[config.mk]
export PLATFORM = sky130hd
export DESIGN_NAME = msrh_dcache_refill_ctrl
export DESIGN_NICKNAME = d
export VERILOG_FILES = /design/src/rtl/msrh_dcache_refill_ctrl.sv
export SDC_FILE = /design/constraint.sdc
export NUM_CORES = 1
export LEC_CHECK = 0
export CAP_MARGIN = 20
export CORE_AREA = 2 2 322 165
export DETAILED_ROUTE_END_ITERATION = 10
export DIE_AREA = 0 0 324 167
export PLACE_DENSITY_LB_ADDON = 0.08
export SYNTH_ARGS = -nofsm -noshare
export SYNTH_HDL_FRONTEND = slang
export SYNTH_SLANG_ARGS = --single-unit
[constraint.sdc]
create_clock -name i_clk -period 2.85 [get_ports i_clk]
set_input_delay 0.4275 -clock i_clk [delete_from_list [all_inputs] [get_ports i_clk]]
set_output_delay 0.4275 -clock i_clk [all_outputs]
set_load 0.01 [all_outputs]
[src/rtl/msrh_dcache_refill_ctrl.sv]
// ---------------------------------------------------------------------------
// msrh_dcache_refill_ctrl
//   Miss/refill sequencer for the L1 data cache array. Miss requests from the
//   LSU ports and the store port are held per port, arbitrated round-robin,
//   fetched one line at a time from L2 and written into the tag/data array.
//   Every port waiting on the refilled line is released together (merge).
//
// Ports:
//   i_clk, i_reset_n          clock, asynchronous active-low reset
//   i_miss_valid/paddr        per-port miss request (port k at k*PADDR_W)
//   o_miss_ready              port k has no miss outstanding
//   o_l2_req_*                line fetch request to L2 (valid/ready)
//   i_l2_resp_*               single-beat refill data from L2
//   o_dc_update_*             array write port (valid/addr/data/byte enables)
//   o_refill_done/addr        one-cycle refill-complete pulse with line addr
//   o_busy                    FSM active or any miss pending
// ---------------------------------------------------------------------------
module msrh_dcache_refill_ctrl #(
    parameter int REQ_NUM = 3,
    parameter int PADDR_W = 56,
    parameter int LINE_W  = 128
) (
    input  logic                         i_clk,
    input  logic                         i_reset_n,
    input  logic [REQ_NUM-1:0]           i_miss_valid,
    input  logic [REQ_NUM*PADDR_W-1:0]   i_miss_paddr,
    output logic [REQ_NUM-1:0]           o_miss_ready,
    output logic                         o_l2_req_valid,
    input  logic                         i_l2_req_ready,
    output logic [PADDR_W-1:0]           o_l2_req_addr,
    input  logic                         i_l2_resp_valid,
    input  logic [LINE_W-1:0]            i_l2_resp_data,
    output logic                         o_dc_update_valid,
    output logic [PADDR_W-1:0]           o_dc_update_addr,
    output logic [LINE_W-1:0]            o_dc_update_data,
    output logic [LINE_W/8-1:0]          o_dc_update_be,
    output logic                         o_refill_done,
    output logic [PADDR_W-1:0]           o_refill_addr,
    output logic                         o_busy
);

    localparam int LINE_OFF = $clog2(LINE_W/8);
    localparam int PTR_W    = (REQ_NUM > 1) ? $clog2(REQ_NUM) : 1;
    localparam logic [PADDR_W-1:0] LINE_MASK = ~(PADDR_W'((1 << LINE_OFF) - 1));

    typedef enum logic [2:0] {
        IDLE,
        L2_REQ,
        WAIT_RESP,
        WRITE,
        DONE
    } state_t;

    state_t               r_state;
    logic [REQ_NUM-1:0]   r_pend;
    logic [PADDR_W-1:0]   r_line [REQ_NUM];
    logic [PADDR_W-1:0]   r_cur;
    logic [LINE_W-1:0]    r_data;
    logic [PTR_W-1:0]     r_ptr;

    logic                 grant_vld;
    logic [PTR_W-1:0]     grant_idx;
    logic [PTR_W-1:0]     ptr_nxt;

    // First pending port at or after r_ptr, wrapping at REQ_NUM.
    always_comb begin : grant_sel
        logic [31:0] idx;
        grant_vld = 1'b0;
        grant_idx = '0;
        idx       = '0;
        for (int unsigned i = 0; i < REQ_NUM; i++) begin
            idx = 32'(r_ptr) + i;
            if (idx >= 32'(REQ_NUM)) begin
                idx = idx - 32'(REQ_NUM);
            end
            if (!grant_vld && r_pend[idx]) begin
                grant_vld = 1'b1;
                grant_idx = PTR_W'(idx);
            end
        end
        ptr_nxt = (32'(grant_idx) == 32'(REQ_NUM - 1)) ? '0 : grant_idx + PTR_W'(1);
    end

    always_ff @(posedge i_clk or negedge i_reset_n) begin
        if (!i_reset_n) begin
            r_state <= IDLE;
            r_pend  <= '0;
            r_line  <= '{default: '0};
            r_cur   <= '0;
            r_data  <= '0;
            r_ptr   <= '0;
        end else begin
            // Merge-clear in DONE first; a same-cycle accept overrides it.
            for (int unsigned k = 0; k < REQ_NUM; k++) begin
                if (r_state == DONE && r_pend[k] && r_line[k] == r_cur) begin
                    r_pend[k] <= 1'b0;
                end
                if (i_miss_valid[k] && !r_pend[k]) begin
                    r_pend[k] <= 1'b1;
                    r_line[k] <= i_miss_paddr[k*PADDR_W +: PADDR_W] & LINE_MASK;
                end
            end

            case (r_state)
                IDLE: begin
                    if (grant_vld) begin
                        r_cur   <= r_line[grant_idx];
                        r_ptr   <= ptr_nxt;
                        r_state <= L2_REQ;
                    end
                end
                L2_REQ: begin
                    if (i_l2_req_ready) begin
                        r_state <= WAIT_RESP;
                    end
                end
                WAIT_RESP: begin
                    if (i_l2_resp_valid) begin
                        r_data  <= i_l2_resp_data;
                        r_state <= WRITE;
                    end
                end
                WRITE:   r_state <= DONE;
                DONE:    r_state <= IDLE;
                default: r_state <= IDLE;
            endcase
        end
    end

    assign o_miss_ready      = ~r_pend;
    assign o_l2_req_valid    = (r_state == L2_REQ);
    assign o_l2_req_addr     = (r_state == L2_REQ) ? r_cur : '0;
    assign o_dc_update_valid = (r_state == WRITE);
    assign o_dc_update_addr  = (r_state == WRITE) ? r_cur : '0;
    assign o_dc_update_data  = (r_state == WRITE) ? r_data : '0;
    assign o_dc_update_be    = (r_state == WRITE) ? '1 : '0;
    assign o_refill_done     = (r_state == DONE);
    assign o_refill_addr     = (r_state == DONE) ? r_cur : '0;
    assign o_busy            = (r_state != IDLE) || (|r_pend);

endmodule
## Word level (Yosys, flattened, before mapping)

Index checks and enable logic that the tools add are counted.
Widths: inputs -> output; s select.

- Bits in registers: 348
- Input port bits: 303
- Word-level logic and storage cells: 96

- Add/subtract/negate cells: 6
- Order comparisons: 7
- Eq/ne operators: 11
- Muxes and demuxes: 34
- Bitwise logic cells: 2
- Reductions and logical operators: 26

Operators with widths:

| operator | count |
|---|---|
| $mux 56 | 5 |
| $eq 56x56->1 | 3 |
| $mux 128 | 1 |
| $bmux 56 s2 | 1 |
| $lt 32x3->1 const B | 3 |
| $mux 32 | 3 |
| $mux 16 | 1 |
| $mux 1 | 12 |
| $pmux 3 s4 | 1 |
| $logic_and 1x1->1 | 11 |
| $mux 3 | 3 |
| $mux 2 | 4 |
| $sub 3x2->4 const B | 2 |
| $bmux 1 s2 | 3 |
| $eq 3x2->1 const B | 2 |
| $ge 3x2->1 const B | 2 |
| $reduce_bool 2->1 | 3 |
| $logic_not 1->1 | 5 |
| $ne 2x2->1 const B | 2 |
| $reduce_and 2->1 | 2 |
| $add 2x1->3 const B | 1 |
| $add 2x2->3 const B | 1 |
| $eq 3x1->1 const B | 1 |
| $eq 3x3->1 const B | 1 |
| 13 further kinds | 13 |

## Depth between registers and ports, before layout

Gate-level depths: netlist of run 1.

- Depth after elaboration: 15
- Depth in mapped cells: 10

## Worst setup path after synthesis of run 1

Ideal clock, no wire load.

- Path type: register -> output
- Start point: reg r_state[1]
- End point: out o_dc_update_data[106]
- Data arrival time: 1836 ps
- Required time: 2423 ps
- Setup slack: 586 ps
- Stages on the path, launching flop included: 5
- Cell sequence: dfrtp_1 > clkbuf_1 > nor3b_2 > clkbuf_1 > and2_1

- Word-level cells in the longest chain between the ends: 2

RTL lines:

| element | RTL line | RTL |
|---|---|---|
| from (decl) | 54 | `state_t r_state;` |
| from (signal assigned) | 86 | `r_state <= IDLE;` |
| from (signal assigned) | 109 | `r_state <= L2_REQ;` |
| from (signal assigned) | 114 | `r_state <= WAIT_RESP;` |
| $eq 3x2->1 | n/a |  |
| via o_dc_update_valid | 33 | `output logic o_dc_update_valid,` |
| $mux 128 | 135 | `assign o_dc_update_data = (r_state == WRITE) ? r_data : '0;` |
| to (decl) | 35 | `output logic [LINE_W-1:0] o_dc_update_data,` |

The timed path passes the listed nets, and every way through them passes these cells.

## Final worst setup path of run 1

- Start point: reg r_state[1]
- End point: out o_refill_addr[32]

- Word-level cells in the longest chain between the ends: 2

RTL lines:

| element | RTL line | RTL |
|---|---|---|
| $eq 3x3->1 | 138 | `assign o_refill_addr = (r_state == DONE) ? r_cur : '0;` |
| $mux 56 | 138 |  |
| to (decl) | 38 | `output logic [PADDR_W-1:0] o_refill_addr,` |

No other way between the ends.

==> results of run 1 <==
[cells in the final DEF (no fill, tap or decap), types with 4 or more instances in the layout]
master,synthesis,final
clkbuf_1,109,10
nand2_1,8,8
bufinv_16,0,4
clkdlybuf4s50_1,0,402
nor2_1,61,61
clkbuf_8,0,5
dlygate4sd2_1,0,59
dfrtp_1,344,343
diode_2,0,10
nand4_1,25,25
nor2b_4,0,4
clkinv_2,0,8
buf_12,0,20
and2_1,284,284
nor2b_1,8,4
o2bb2ai_1,51,51
xor2_1,75,75
nor4_1,24,24
buf_4,34,47
a21oi_1,4,4
dlymetal6s2s_1,0,135
conb_1,1,12
buf_6,7,6
clkbuf_16,0,41
mux2_2,285,285
a221oi_1,52,52
inv_1,5,4
buf_16,0,4
xnor2_1,81,81
[state kept, by name (all words and copies together) (netlist names)]
| name | count |
|---|---|
| r_cur | 52 |
| r_data | 128 |
| r_line | 156 |
| r_pend | 3 |
| r_ptr | 2 |
| r_state | 3 |
[layer usage]
metal	vias to the layer above	wire, um
met3	72	7184
met1	7143	32060
met5	-	50
met2	499	31260
li1	6313	-
met4	8	972
[area by class of cell]
| class | instances | area (sq um) | area share, % |
|---|---|---|---|
| sequential | 344 | 8610 | 32.50 |
| multi-input combinational | 1011 | 8398 | 31.70 |
| timing repair buffer | 682 | 7366 | 27.81 |
| clock buffer | 52 | 1032 | 3.897 |
| tap | 701 | 877.1 | 3.311 |
| clock inverter | 12 | 160.2 | 0.6046 |
| antenna | 10 | 25.02 | 0.09446 |
| inverter | 6 | 22.52 | 0.08502 |
[synthesized netlist by cell type (24+ instances only)]
library cell	count	area share [%]
nor2_1	61	1.3
xor2_1	75	3.7
mux2_2	285	18
buf_4	34	1.4
clkbuf_1	109	2.3
xnor2_1	81	4.0
a221oi_1	52	2.6
and2_1	284	10
dfrtp_1	344	48
nand4_1	25	0.88
o2bb2ai_1	51	2.5
nor4_1	24	0.84
[power groups by stage]
stage	combinational, mW	clock (mW)	sequential (mW)
after global routing	13.9	5.33	8.50
after detailed placement	12.4	0	8.31
after global placement	12.3	0	8.21
after floorplan	7.51	0	7.12
final	13.1	4.97	8.22
after CTS	12.7	5.10	8.22
[stage by stage]
| stage | worst slack, ps | setup TNS [ps] | instance area (sq um) |
|---|---|---|---|
| 2_1_floorplan | 586.2 | 0 | 17810 |
| 3_3_place_gp | 220.2 | 0 | 24460 |
| 3_5_place_dp | 176.8 | 0 | 24460 |
| 4_1_cts | -75.49 | -415.7 | 25840 |
| 5_1_grt | -29.98 | -54.14 | 26480 |
| 6_report | 60.71 | 0 | 26490 |
[repair_timing]
action	in CTS	in global routing
setup endpoints to repair	233	193
buffers inserted	8	17
hold buffers	1	0
hold endpoints to repair	58	0
pin swaps	1	4
gates resized for setup	73	150
gates cloned	5	4
[cells by family (layout without fill, tap and decap cells)]
logic type | Yosys count | in the layout | share of synthesized area (%)
xor+xnor | 156 | 156 | 7.689
mux | 286 | 286 | 18.12
compound gates | 126 | 126 | 6.182
flops | 344 | 344 | 48.44
buf+inv | 180 | 752 | 4.957
other cells | 1 | 22 | 0.02110
simple gates | 427 | 427 | 14.31
fa+ha+maj | 4 | 4 | 0.2817
[final timing paths]
check	startpoint	to	slack [ps]	cells after the start
max	r_state[1]$_DFFE_PN0P_	o_refill_addr[32]	60	6
min	i_reset_n	r_data[34]$_DFFE_PN0P_	430	2
max reg2reg	r_ptr[0]$_DFFE_PN0P_	r_cur[30]$_DFFE_PN0P_	130	7
min reg2reg	r_data[107]$_DFFE_PN0P_	r_data[107]$_DFFE_PN0P_	500	1
max in group asynchronous	i_reset_n	r_line[18]$_DFFE_PN0P_	1480	3
min in group i_clk	i_miss_paddr[23]	r_line[135]$_DFFE_PN0P_	480	2
[worst register-to-register path, delay by kind of cell (launching register included)]
| family | cells | cell delay (ps) |
|---|---|---|
| flip-flops | 1 | 410 |
| adder cells (fa/ha/maj) | 1 | 450 |
| AO/OA/AOI/OAI | 3 | 730 |
| AND/OR/NAND/NOR | 1 | 620 |
| buffers and inverters | 2 | 440 |
==> results by group, run 1 <==
Power and ir drop
  – Combinational power share: 49.8%
  – Peak VDD IR: 0.4707 mV
  – P_int: 15.73 mW
  – Pwr Total: 26.30 mW
  – Flop pwr share: 31.3%
  – Cell leakage power: 13.17 nW
  – Clock share of power: 18.9%
  – Switching power: 10.57 mW
  – Pwr Density: 992.8 nW/um^2
  – Switching Share: 40.18%

Routing
  – Router iterations before antenna repair: 5
  – DRC viols: 0
  – Iteration-0 DRC Markers: 949
  – Wire per inst: 25.38 um
  – DR vias/cell: 4.980
  – Final WL: 71530 um
  – Routed Antenna Nets: 0
  – Via count: 14035

Cells and area
  – Share of layout cells above drive strength 1: 21.17%
  – Final core occ: 51.63%
  – Final cell count without fillers: 2818
  – Fillers: 4576
  – Area Growth Syn to Fin: 49.08%
  – Final Net Count: 2388

Timing
  – Fin. Hold Viols: 0
  – Pins Over Slew Limit: 0
  – Tcrit/Tclk final: 97.87%
  – Fmax: 358.5 MHz
  – Clk_skew: 30.60 ps
  – Unrepaired setup endpoints after global routing: yes
  – Final min period: 2789 ps
  – Slew headroom: 39.76%
  – Least-Margin Pin Slew: 897.2 ps
  – Hold Worst Slack: 432.4 ps
  – Setup violators final: 0

Global routing
  – Met1 Use GR: 35.58%
  – Met2 GRT Util: 37.91%
  – Vias in the first global route: 14143
  – Total GRT Usage: 25.46%
  – Largest net degree at the start of global routing: 77
  – Initial antenna violation count: 14
  – GR Util met3: 9.595%
  – Remaining global-route overflow: 0
  – Busiest grt layer: met2
  – First-pass GRT wire length: 99680 um

Synthesis
  – Most used DFF post-synth: dfrtp_1
  – EDFF count, synth: 0
  – Asr flop ratio synth: 100.0%
  – Mapped Cells: 1524
  – Synth unique cells: 47
  – Register area share after synthesis: 48.44%
  – Synthesized area: 17770 sq um
  – Synth warnings: 0
  – Seq cells post-synth: 344
  – Avg Synthesized Cell Area: 11.66 sq um

Min path
  – Hold Path Class: in2async

Floorplanning
  – I/O pin count: 622
  – Die area: 54110 sq um
  – Num rows: 59
  – Core area: 51310 sq um
  – Initial Util: 34.63%
  – Die height: 167 um
  – Die width: 324 um

Clock network
  – TritonCTS Sinks: 344
  – Clk buf depth: 3
  – Worst skew pair latency: 550 ps
  – Reg clk slew, reported paths: 70 ps
  – CTS tree: done
  – CTS buffer count: 36
  – Root Buffer: clkbuf_16
  – CTS HTree Levels: 2

Critical path
  – CP endpoint kind: output port
  – Max stage delay cell, worst path: clkdlybuf4s50_1
  – Critical Path Fanout Max: 10
  – Critical path buffer and inverter count: 4
  – Critical setup path kind: reg2out
  – Crit path DAT: 2360 ps
  – Crit path launch type: flip-flop
  – Crit path max-delay family: buffers and inverters
  – Critical path's largest stage delay: 530 ps
  – Critical Path, Cell by Cell: buf_4 -> nor3b_4 -> buf_6 -> clkbuf_16 -> and2_1 -> clkdlybuf4s50_1
  – WP data required: 2420 ps

Run
  – Max cap viols: 0

Status
  – Outcome: completed

Placement
  – HPWL after DPL: 51480 um
  – Final GP Congestion: 0.9158
  – Input/output buffers: 597
  – Placed Cells: 2709
No activity file was read; power rests on OpenSTA's default activity.
==> inputs of run 2 (changes only) <==
--- a/config.mk
+++ b/config.mk
@@ -7,9 +7,11 @@
 export LEC_CHECK = 0
 export CAP_MARGIN = 20
 export CORE_AREA = 2 2 322 165
+export CTS_BUF_LIST = sky130_fd_sc_hd__clkbuf_4
 export DETAILED_ROUTE_END_ITERATION = 10
 export DIE_AREA = 0 0 324 167
 export PLACE_DENSITY_LB_ADDON = 0.08
+export REMOVE_ABC_BUFFERS = 1
 export SYNTH_ARGS = -nofsm -noshare
 export SYNTH_HDL_FRONTEND = slang
 export SYNTH_SLANG_ARGS = --single-unit
==> results by group, run 2 (same netlist as run 1, synthesis figures left out) <==
Cells and area
  – Final cell count without fillers: 2935 (+4.2%)
  – Final Net Count: 2472 (+3.5%)
  – Area Growth Syn to Fin: 47.80%
  – Final core occ: 51.19% (-0.44 points)
  – Share of layout cells above drive strength 1: 36.86% (+16 points)
  – Commonest non-fill, non-tap cell in the layout: dfrtp_1
  – Max reg flops: 156 (unchanged)
  – Biggest register: r_line
  – Most frequent cells in the layout: 342 x dfrtp_1, 293 x clkdlybuf4s50_1, 285 x mux2_2, 250 x and2_1, 125 x clkbuf_4
  – Largest registers: r_line: 156 flops, r_data: 128 flops, r_cur: 52 flops
  – Final Cell Area: 26260 sq um (-0.86%)

Routing
  – Iteration-0 DRC Markers: 925 (-2.5%)
  – Final WL: 71640 um (+0.15%)
  – Router iterations before antenna repair: 7 (+2)
  – DR vias/cell: 4.909 (-1.4%)
  – Wire per inst: 24.41 um (-3.8%)
  – Routed Antenna Nets: 0 (unchanged)
  – DRC viols: 0 (unchanged)
  – Via count: 14407 (+2.7%)

Timing
  – Least-Margin Pin Slew: 784.2 ps (-113.0 ps)
  – Fmax: 337.3 MHz (-5.9%)
  – Post-route setup slack: -114.5 ps (-175.2 ps)
  – Final TNS setup: -782.8 ps (-782.8 ps)
  – Fin. Hold Viols: 0 (unchanged)
  – Pins Over Slew Limit: 0 (unchanged)
  – Setup violators final: 20 (+20)
  – Slew headroom: 47.24% (+7.5 points)
  – Unrepaired setup endpoints after global routing: yes
  – Tcrit/Tclk final: 104.0% (+6.1 points)
  – Clk_skew: 52.27 ps (+21.68 ps)
  – Final min period: 2965 ps (+175.2 ps)

Run
  – Max cap viols: 0 (unchanged)

Clock network
  – TritonCTS Sinks: 344 (unchanged)
  – CTS buffer count: 88 (+140%)
  – Reg clk slew, reported paths: 70 ps (about the same)
  – Clk buf depth: 3 (unchanged)
  – Worst skew pair latency: 810 ps (+260 ps)
  – Root Buffer: clkbuf_4
  – CTS HTree Levels: 3 (+1)
  – CTS tree: done

Critical path
  – Crit path top cell by count: buf_4
  – Critical path's largest stage delay: 510 ps (-20 ps)
  – R2r worst-path depth: 10 (+3)
  – RR Endpoint: r_cur[30]$_DFFE_PN0P_
  – Worst r2r src: r_ptr[1]$_DFFE_PN0P_
  – Max stage delay cell, worst path: clkdlybuf4s50_1
  – WP data required: 2420 ps (about the same)
  – Cell count along the critical path: 5 (-1)
  – Critical Path, Cell by Cell: buf_4 -> buf_4 -> nor3_2 -> nand4_1 -> clkdlybuf4s50_1
  – Crit path max-delay family: buffers and inverters
  – Critical path buffer and inverter count: 3 (-1)
  – Critical setup path kind: reg2out
  – Crit path DAT: 2540 ps (+180 ps)
  – Critical Path Fanout Max: 6 (-4)
  – CP endpoint kind: output port
  – R2r setup slk: 170 ps (+40 ps)
  – Crit path launch type: flip-flop

Min path
  – Hold Path Class: in2async

Status
  – Outcome: finished with violations
  – Failing checks: negative setup slack

Placement
  – HPWL after DPL: 48440 um (-5.9%)
  – Final GP Congestion: 0.8406 (-8.2%)
  – Input/output buffers: 597 (unchanged)
  – Placed Cells: 2709 (unchanged)
  – Dpl cell area: 24500 sq um (+0.15%)

Floorplanning
  – Die area: 54110 sq um (unchanged)
  – Die width: 324 um (unchanged)
  – Core area: 51310 sq um (unchanged)
  – Num rows: 59 (unchanged)
  – Initial Util: 34.63% (unchanged)
  – Die height: 167 um (unchanged)
  – I/O pin count: 622 (unchanged)

Global routing
  – Initial antenna violation count: 17 (+3)
  – Vias in the first global route: 14575 (+3.1%)
  – Total GRT Usage: 25.03% (-0.43 points)
  – Remaining global-route overflow: 0 (unchanged)
  – First-pass GRT wire length: 99290 um (-0.39%)
  – Largest net degree at the start of global routing: 80 (+3.9%)

Power and ir drop
  – Pwr Density: 987.2 nW/um^2 (-0.56%)
  – Pwr Total: 25.93 mW (-1.4%)
  – Cell leakage power: 12.45 nW (-5.4%)
  – Peak VDD IR: 0.7457 mV (+58%)
==> run 2: changes by cell type in the layout (fill, tap and decap cells not counted), sizes merged, moves of 2 or more <==
cell	previous run	this run
clkbuf	56	244
diode	10	12
clkdlybuf4s50	402	293
dlygate4sd2	59	6
inv	6	9
clkinv	8	16
dlymetal6s2s	135	62
bufbuf	2	0
bufinv	4	2
clkdlybuf4s15	0	6
buf	79	227
==> run 2: what timing repair did <==
action / 4_1_cts / 5_1_grt
setup endpoints to repair: 304 / 259
gates cloned: 7 / 16
hold buffers: 1 / 0
gates resized for setup: 430 / 612
pin swaps: 1 / 13
endpoints found under the hold margin: 77 / 0
buffers inserted: 10 / 37
==> run 2: metrics by stage <==
step                      hold slack, ps  worst slack, ps
after floorplan                    131.9           -11230
after global placement             427.4            307.3
after detailed placement           431.7            220.2
after CTS                          124.6           -311.9
after global routing               143.6           -257.7
final                              196.6           -114.5
==> run 2: cell type report <==
type	instances	area [sq um]
Antenna cell	12	30.03
Clock buffer	125	938.4
Multi-Input combinational cell	1011	8481
Timing Repair Buffer	714	7157
Clock inverter	22	140.1
Sequential cell	344	8611
Inverter	6	30.03
Tap cell	701	877.1
Fill cell	4710	25040
==> run 2: per-layer routing <==
| layer | vias to the layer above | track usage [%] | wire [um] |
|---|---|---|---|
| li1 | 6541 | - | - |
| met1 | 7262 | 35.80 | 33420 |
| met2 | 491 | 38.41 | 31960 |
| met3 | 109 | 5.862 | 4877 |
| met4 | 4 | 5.535 | 1361 |
| met5 | - | 0 | 23 |
==> run 2: report_power, final <==
| part | internal, mW | switching [mW] |
|---|---|---|
| registers | 6.52 | 1.73 |
| logic | 6.57 | 6.71 |
| clock network | 2.18 | 2.21 |
| total | 15.3 | 10.7 |
==> run 2: how the worst max path moves through the flow <==
stage                           startpoint  slack, ps               endpoint
CTS                 r_state[2]$_DFFE_PN0P_       -310  o_dc_update_data[120]
detailed placement    r_ptr[1]$_DFFE_PN0P_        220  r_cur[52]$_DFFE_PN0P_
global placement      r_ptr[1]$_DFFE_PN0P_        310  r_cur[11]$_DFFE_PN0P_
floorplan           r_state[0]$_DFFE_PN0P_     -11230  r_data[0]$_DFFE_PN0P_
finish              r_state[1]$_DFFE_PN0P_       -110                 o_busy
global route        r_state[1]$_DFFE_PN0P_       -260                 o_busy
